### src/rtl/spi_cmd_decoder.sv
// spi_cmd_decoder: turns the byte stream from the SPI slave shift stage into
// DDS control registers (frequency word, phase offset, enable). It also feeds
// readback bytes to the slave through its parallel-load path. Committed values
// change only on a clean frame end, which is marked by a one-clk update pulse.
module spi_cmd_decoder #(
  parameter int           B  = 8,
  parameter int           FW = 32,
  parameter int           PW = 16,
  parameter logic [B-1:0] ID = 8'hD5
) (
  input  logic          clk,
  input  logic          rst_n,
  input  logic          ss,
  input  logic          br,
  input  logic [B-1:0]  spi_byte,
  output logic          spi_load,
  output logic [B-1:0]  spi_wordin,
  output logic [FW-1:0] freq_word,
  output logic [PW-1:0] phase_word,
  output logic          enable,
  output logic          update,
  output logic          frame_err
);

  localparam int MW = (FW > PW) ? FW : PW;
  localparam int NF = FW / B;
  localparam int NP = PW / B;
  localparam int NB = MW / B;
  localparam int CW = $clog2(NB + 1) + 1;

  typedef enum logic [2:0] {IDLE, CMD, WDATA, RDATA, DRAIN} state_t;

  state_t        state, state_n;
  logic [CW-1:0] cnt, cnt_n;
  logic [CW-1:0] rdidx, rdidx_n;
  logic [MW-1:0] shadow, shadow_n;
  logic          err, err_n;
  logic [1:0]    addr, addr_n;
  logic          commit, ferr;

  logic ss_s1, ss_s2, ss_d;
  logic br_s1, br_s2, br_d;
  logic v1, v2, armed;
  logic ss_fall, ss_rise, byte_ev;

  logic [MW-1:0] sel_val;
  logic [CW-1:0] sel_len;
  logic          rd_valid;
  int            rd_pos;
  logic [B-1:0]  rd_byte;

  // Falling edges count only once ss has been seen high with real samples.
  // A reset released mid-frame therefore sits in IDLE until that frame ends.
  assign ss_fall = armed & ss_d & ~ss_s2;
  assign ss_rise = ~ss_d & ss_s2;
  assign byte_ev = br_s2 & ~br_d & ~ss_s2;

  // Two-flop synchronisers for ss and br, edge history, and the arming flag.
  // br history is forced high when a frame starts, so the slave's idle br=1
  // is not mistaken for a completed byte.
  always_ff @(posedge clk or negedge rst_n) begin
    if (!rst_n) begin
      ss_s1 <= 1'b1;
      ss_s2 <= 1'b1;
      ss_d  <= 1'b1;
      br_s1 <= 1'b1;
      br_s2 <= 1'b1;
      br_d  <= 1'b1;
      v1    <= 1'b0;
      v2    <= 1'b0;
      armed <= 1'b0;
    end else begin
      ss_s1 <= ss;
      ss_s2 <= ss_s1;
      ss_d  <= ss_s2;
      br_s1 <= br;
      br_s2 <= br_s1;
      br_d  <= ss_fall ? 1'b1 : br_s2;
      v1    <= 1'b1;
      v2    <= v1;
      armed <= armed | (v2 & ss_s2);
    end
  end

  // Select the committed register being read back and pick the current byte, MSB first.
  always_comb begin
    sel_val = '0;
    sel_len = '0;
    case (addr)
      2'd0: begin
        sel_val[FW-1:0] = freq_word;
        sel_len = CW'(NF);
      end
      2'd1: begin
        sel_val[PW-1:0] = phase_word;
        sel_len = CW'(NP);
      end
      2'd2: begin
        sel_val[0] = enable;
        sel_len = CW'(1);
      end
      default: begin
        sel_val[B-1:0] = ID;
        sel_len = CW'(1);
      end
    endcase
    rd_valid = (rdidx < sel_len);
    rd_pos   = rd_valid ? (int'(sel_len) - 1 - int'(rdidx)) : 0;
    rd_byte  = '0;
    for (int k = 0; k < NB; k++) begin
      if (rd_valid && rd_pos == k) rd_byte = sel_val[k*B +: B];
    end
  end

  // Frame FSM state register with its shadow, byte count, address and error flag.
  always_ff @(posedge clk or negedge rst_n) begin
    if (!rst_n) begin
      state  <= IDLE;
      cnt    <= '0;
      rdidx  <= '0;
      shadow <= '0;
      err    <= 1'b0;
      addr   <= 2'd0;
    end else begin
      state  <= state_n;
      cnt    <= cnt_n;
      rdidx  <= rdidx_n;
      shadow <= shadow_n;
      err    <= err_n;
      addr   <= addr_n;
    end
  end

  // Next state: handle a byte first, then judge frame end on the updated state.
  always_comb begin
    state_n  = state;
    cnt_n    = cnt;
    rdidx_n  = rdidx;
    shadow_n = shadow;
    err_n    = err;
    addr_n   = addr;
    commit   = 1'b0;
    ferr     = 1'b0;
    if (byte_ev) begin
      case (state)
        CMD: begin
          addr_n = spi_byte[1:0];
          if (spi_byte[B-1]) begin
            if (spi_byte[1:0] == 2'd3) begin
              state_n = DRAIN;
              err_n   = 1'b1;
            end else begin
              state_n  = WDATA;
              shadow_n = '0;
              case (spi_byte[1:0])
                2'd0:    cnt_n = CW'(NF);
                2'd1:    cnt_n = CW'(NP);
                default: cnt_n = CW'(1);
              endcase
            end
          end else begin
            state_n = RDATA;
            rdidx_n = '0;
          end
        end
        WDATA: begin
          if (cnt == '0) begin
            err_n   = 1'b1;
            state_n = DRAIN;
          end else begin
            shadow_n = {shadow[MW-B-1:0], spi_byte};
            cnt_n    = cnt - CW'(1);
          end
        end
        RDATA: begin
          if (rd_valid) rdidx_n = rdidx + CW'(1);
        end
        default: ;
      endcase
    end
    if (ss_rise) begin
      if (state_n == WDATA && cnt_n == '0 && !err_n) commit = 1'b1;
      else if (state_n == WDATA || state_n == DRAIN) ferr = 1'b1;
      state_n = IDLE;
    end else if (ss_fall && state == IDLE) begin
      state_n = CMD;
      err_n   = 1'b0;
    end
  end

  // Committed registers, status pulses and the registered readback path to the slave.
  always_ff @(posedge clk or negedge rst_n) begin
    if (!rst_n) begin
      freq_word  <= '0;
      phase_word <= '0;
      enable     <= 1'b0;
      update     <= 1'b0;
      frame_err  <= 1'b0;
      spi_load   <= 1'b0;
      spi_wordin <= '0;
    end else begin
      update    <= commit;
      frame_err <= ferr;
      if (commit) begin
        case (addr_n)
          2'd0:    freq_word  <= shadow_n[FW-1:0];
          2'd1:    phase_word <= shadow_n[PW-1:0];
          default: enable     <= shadow_n[0];
        endcase
      end
      spi_load   <= (state == RDATA);
      spi_wordin <= (state == RDATA) ? rd_byte : '0;
    end
  end

endmodule

### config.mk
export PLATFORM = sky130hd
export DESIGN_NAME = spi_cmd_decoder
export DESIGN_NICKNAME = d
export VERILOG_FILES = /design/src/rtl/spi_cmd_decoder.sv
export SDC_FILE = /design/constraint.sdc
export NUM_CORES = 1
export LEC_CHECK = 0
export ABC_CLOCK_PERIOD_IN_PS = 8300
export BUFFER_PORTS_ARGS = -buffer_cell sky130_fd_sc_hd__buf_2
export CAP_MARGIN = 20
export CORE_MARGIN = 3
export CORE_UTILIZATION = 35
export CTS_BUF_LIST = sky130_fd_sc_hd__clkbuf_8
export CTS_CLUSTER_DIAMETER = 40
export DETAILED_ROUTE_END_ITERATION = 6
export GPL_TIMING_DRIVEN = 0
export PLACE_DENSITY = 0.63
export SLEW_MARGIN = 25
export SYNTH_ARGS = -nofsm -noshare
export SYNTH_HDL_FRONTEND = slang
export SYNTH_SLANG_ARGS = --single-unit
### constraint.sdc
create_clock -name clk -period 8.3 [get_ports clk]
set_input_delay 0.83 -clock clk [delete_from_list [all_inputs] [get_ports clk]]
set_output_delay 0.83 -clock clk [all_outputs]
set_load 0.005 [all_outputs]
==> results.toml, run 1 <==
[run_status]
status = "complete, no violations"

[synthesis]
synthTopCellsByCount = "109 x dfrtp_1, 43 x mux2_2, 32 x a22o_1"
ys_seq_elements = 115
avgSynthCellArea_um2 = 12.93
ys_warn_count = 0
synthDominantCellAreaShare = 0.5220
syn_inst = 404
syn_area_um2 = 5225
synth_area_leader_cell = "dfrtp_1"
yosysMostFrequentCell = "dfrtp_1"
synthArstFlopShare = 1.000
synth_edf_count = 0
synth_seq_area_share = 0.5522
synth_flop_cell = "dfrtp_1"
ys_types = 60
synthTopCellsByArea = "dfrtp_1 52%, mux2_2 9.3%, a22o_1 5.4%"

[sta]
timing.final.hold_violations = 0
maxSlewViolCount = 0
max_freq_mhz = 286.6
period_share = 0.4203
slew-limit-headroom = 0.4665
min_period_ns = 3.489
post-route-worst-setup-slack_ns = 4.811
finalClockSkew_ns = 0.01026
tightest_slew_ns = 0.7894
fin_hold_ws_ns = 0.2867
setup_tns_ns = 0
finalSetupViolCount = 0
rsz0062_at_grt = "false"

[setup_path]
cp-start-kind = "register"
critPathCaptureType = "register"
cp_max_fo = 10
cp_data_arrival_time_ns = 3.81
crit_type = "register to register"
cp_data_required_time_ns = 8.62

[placed_design]
port_buffers = 70
gp_congestion = 0.9116
placed_cells = 660
hpwlAfterDp_mm = 9.173
post-place-ws_ns = 4.598

[grt]
track_usage = 0.1624
grt_pass1_wl_mm = 20.76
antenna_found_initial = 0
gr-total-overflow = 0
grt_pass1_vias = 3693
grt_max_degree = 76

[power_and_ir_drop]
power_frac_seq = 0.390
p_comb_frac = 0.190
p_int_mw = 1.087
p_total_mw = 1.547
ir_drop_v = 0.0001476
p_leak_nw = 3.129
cellPowerDensity_nw_per_um2 = 243.7
pwr-share-clk = 0.419
switching_power_uw = 459.2
p_sw_frac = 0.2969

[clock_tree]
clock_latency_ns = 0.44
cts-root-buf = "clkbuf_8"
cts_inserted_buffers = 17
clkSinkCount = 115
holdBufCountCts = 0
cts_resized = 0
cts_tree = "yes"
clk_pin_slew_ns = 0.08
clk_path_buf_depth = 2
cts_setup_buffers = 0
htreeDepth = 4

[die]
rows = 44
core_area_um2 = 14590
io_pins = 72
die_w_um = 128.2
start_util = 0.3581
die_area_um2 = 16430
fp.dieH_um = 128.2

[cells_and_area]
fillCellCount = 1331
stdcell_count = 692
finalNetCount = 517
area_growth_pct = 21.46
regArea_um2 = 2885
multi_input_area_um2 = 2157
antenna_cells = 0
final_layout_size_suffix_gt1_frac = 0.3681

[route]
vias_per_cell = 5.329
drt_pass1_iterations = 5
wl_per_cell_um = 18.55
drc = 0
drtIter0Drc = 302
wl_mm = 12.84
vias = 3688
detail-route-antenna-nets = 0

[run]
drv_cap = 0

[min_path]
hp-class = "input pin to asynchronous set/reset pin"
-- kinds of logic (layout without fill, tap and decap cells) --
family / after synthesis / in the layout / share of synthesized area
compound gates: 85 / 85 / 0.1272
xor+xnor: 2 / 2 / 0.003353
fa+ha+maj: 10 / 10 / 0.02538
buf+inv: 37 / 140 / 0.03664
flops: 115 / 115 / 0.5522
mux: 69 / 69 / 0.1535
other cells: 2 / 3 / 0.001437
simple gates: 84 / 84 / 0.1003
-- power by group through the flow --
stage	logic, mW	registers (mW)	clock network (mW)
floorplan	0.199	0.608	0
global placement	0.286	0.613	0
detailed placement	0.292	0.613	0
CTS	0.293	0.603	0.660
global route	0.324	0.607	0.686
finish	0.295	0.604	0.648
-- metrics by stage --
step | cell area [um^2] | util
detailed placement | 5843 | 0.4005
finish | 6346 | 0.4350
global placement | 5809 | 0.3982
CTS | 6341 | 0.4346
global route | 6346 | 0.4350
floorplan | 5229 | -
-- worst max-delay path, stage by stage, from the launching register on --
cell and delay [ns]:
dfrtp_1 0.43, inv_1 0.07, ha_1 0.21, nor3b_2 0.36, nor3_2 0.18, a311o_1 0.42
or4_1 0.52, buf_2 0.19, nor3_4 0.45, buf_12 0.23, mux2_4 0.31
-- flip-flops by register name, indices dropped and copies added, names as in the netlist, 2 cells and up --
signal	count
phase_word	16
addr	2
freq_word	32
spi_wordin	8
shadow	32
cnt	4
state	3
rdidx	4
-- cells in the final DEF (no fill, tap or decap), types with 3 or more instances in the layout --
cell       Yosys  final
a22oi_1        8      8
conb_1         2      3
clkbuf_1      12     12
inv_1         13     13
dfrtp_1      109    109
buf_6          4      5
nand2_1        9      9
nor2_1        23     23
mux2_1         6      6
mux2_4        10     10
mux2i_1       10     10
clkinv_4       0      6
nand2b_1       7      7
o21ai_0        7      7
o211ai_1       3      3
a22o_1        32     32
nor4_1         3      3
clkbuf_8       0     18
o22ai_1       14     14
mux2_2        43     43
nor3_1         4      4
buf_2          5     74
nor2b_1        9      9
or3b_2         4      4
ha_1           9      9
dfstp_2        6      6
bufinv_16      0      6
nand4b_1       3      3
nor3b_1        3      3
-- routing by layer --
metal / global-route usage / share of wire / routed length (um)
met3: 0.04375 / 0.055 / 706
met4: 0.04869 / 0.011 / 144
met2: 0.2366 / 0.46 / 5875
met1: 0.2363 / 0.48 / 6111
met5: 0 / 0 / 0
-- final timing paths --
kind	start	endpoint	slack, ns	cells after the start
max in group asynchronous	rst_n	br_s2	7.28	2
setup reg to reg	cnt[1]	phase_word[6]	4.81	10
setup / recovery	cnt[1]	phase_word[6]	4.81	10
hold reg to reg	v1	v2	0.35	0
min in group clk	v1	v2	0.35	0
hold / removal	rst_n	freq_word[21]	0.29	1
-- cell type report --
| class | instances | share of cell area |
|---|---|---|
| timing repair buffer | 71 | 0.06053 |
| inverter | 13 | 0.007689 |
| sequential | 115 | 0.4547 |
| clock inverter | 14 | 0.03943 |
| multi-input combinational | 253 | 0.3399 |
| buffer | 24 | 0.02248 |
| tap | 184 | 0.03628 |
| clock buffer | 18 | 0.03904 |
Note: power is estimated with default switching activity, not from simulation.
==> run 2: changes to the inputs <==
Settings changed: ABC_CLOCK_PERIOD_IN_PS 8300 to 3350.
Clock period 8.3 ns to 3.35 ns, I/O delays scaled along.
==> results.toml, run 2 (synthesis gave the netlist of run 1 again) <==
[setup_path]
cp-start-kind = "register"
critPathCaptureType = "register"
cp_data_arrival_time_ns = 3.52
cp_data_required_time_ns = 3.67
cp_max_fo = 8
crit_type = "register to register"

[power_and_ir_drop]
p_int_mw = 2.703
p_leak_nw = 3.177
pwr-share-clk = 0.416
p_comb_frac = 0.193
cellPowerDensity_nw_per_um2 = 595.7
p_sw_frac = 0.2961
ir_drop_v = 0.0003704
p_total_mw = 3.840
switching_power_mw = 1.137
power_frac_seq = 0.390

[sta]
maxSlewViolCount = 0
min_period_ns = 3.199
timing.final.hold_violations = 0
finalClockSkew_ns = 0.01089
slew-limit-headroom = 0.4682
period_share = 0.9549
tightest_slew_ns = 0.7869
finalSetupViolCount = 0
max_freq_mhz = 312.6
rsz0062_at_grt = "false"

[grt]
grt_pass1_wl_mm = 20.89
antenna_found_initial = 0
grt_pass1_vias = 3719
gr-total-overflow = 0
grt_max_degree = 76
track_usage = 0.1634

[route]
detail-route-antenna-nets = 0
drtIter0Drc = 281
vias = 3723
drt_pass1_iterations = 4
wl_mm = 13.02
vias_per_cell = 5.311
wl_per_cell_um = 18.57
drc = 0

[clock_tree]
cts-root-buf = "clkbuf_8"
cts_inserted_buffers = 17
clkSinkCount = 115
htreeDepth = 4
cts_tree = "yes"
clk_pin_slew_ns = 0.07
clk_path_buf_depth = 2
clock_latency_ns = 0.44

[die]
start_util = 0.3581
die_area_um2 = 16430
rows = 44
fp.dieH_um = 128.2
core_area_um2 = 14590
io_pins = 72
die_w_um = 128.2

[cells_and_area]
finalNetCount = 526
layout_common_cells = "109 x dfrtp_1, 75 x buf_2, 43 x mux2_2"
multi_input_area_um2 = 2172
antenna_cells = 0
final_layout_size_suffix_gt1_frac = 0.3752
top_regs = "freq_word x32, shadow x32, phase_word x16"
area_growth_pct = 23.37
final_cell_area_um2 = 6446
layout_commonest_cell = "dfrtp_1"
fillCellCount = 1322
regArea_um2 = 2885

[run]
drv_cap = 0

[run_status]
status = "complete, no violations"

[min_path]
hp-class = "input pin to register"

[placed_design]
place_area_um2 = 5843
port_buffers = 70
hpwlAfterDp_mm = 9.173
gp_congestion = 0.9116
run 2: layout make-up:
class / instances / share of cell area
buffer: 24 / 0.02213
clock buffer: 18 / 0.03843
clock inverter: 14 / 0.03882
inverter: 13 / 0.007570
multi-input combinational: 253 / 0.3370
sequential: 115 / 0.4476
tap: 184 / 0.03571
timing repair buffer: 80 / 0.07279
run 2: stage by stage:
step / cells / TNS, ns / setup WS (ns) / util / hold WS (ns)
global route: 701 / 0 / 0.007736 / 0.4419 / 0.1868
CTS: 697 / 0 / 0.003033 / 0.4382 / 0.1658
detailed placement: 660 / -1.399 / -0.09691 / 0.4005 / 0.2653
finish: 701 / 0 / 0.1511 / 0.4419 / 0.1963
global placement: 659 / -0.7529 / -0.05470 / 0.3982 / 0.3369
floorplan: 405 / 0 / 0.3917 / - / 0.03941
run 2: critical path, cell delays in order, from the launching register on:
cell and delay, ns:
dfrtp_1 0.43, inv_1 0.08, ha_2 0.20, nor3b_4 0.30
nor3_4 0.13, a311o_1 0.40, or4_1 0.51, buf_2 0.19
nor3_4 0.15, buf_12 0.14, buf_2 0.20, mux2_2 0.35
run 2: path summary, 6_finish.rpt:
| kind | slack [ns] | endpoint | from | cells after the start |
|---|---|---|---|---|
| max in group asynchronous | 2.23 | br_s2 | rst_n | 3 |
| hold / removal | 0.20 | shadow[3] | spi_byte[3] | 2 |
| min in group asynchronous | 0.38 | freq_word[21] | rst_n | 2 |
| hold reg to reg | 0.35 | v2 | v1 | 0 |
| setup reg to reg | 0.15 | freq_word[11] | cnt[1] | 11 |
| setup / recovery | 0.15 | freq_word[11] | cnt[1] | 11 |
run 2: power by group through the flow:
stage | combinational (mW) | clock [mW] | sequential [mW]
6_report | 0.742 | 1.60 | 1.50
2_1_floorplan | 0.492 | 0 | 1.51
3_5_place_dp | 0.723 | 0 | 1.52
5_1_grt | 0.816 | 1.70 | 1.51
3_3_place_gp | 0.709 | 0 | 1.52
4_1_cts | 0.732 | 1.64 | 1.50
run 2: timing repair:
item	CTS	global route
buffers inserted	2	3
hold endpoints to repair	38	0
gates cloned	0	1
pin swaps	1	1
hold buffers	3	0
resized for setup	1	2
endpoints found under the setup margin	40	30
run 2: metal layers:
metal | wire length, um | GRT usage
met1 | 6025 | 0.2360
met2 | 5995 | 0.2406
met3 | 901 | 0.04375
met4 | 95 | 0.04869
met5 | 0 | 0
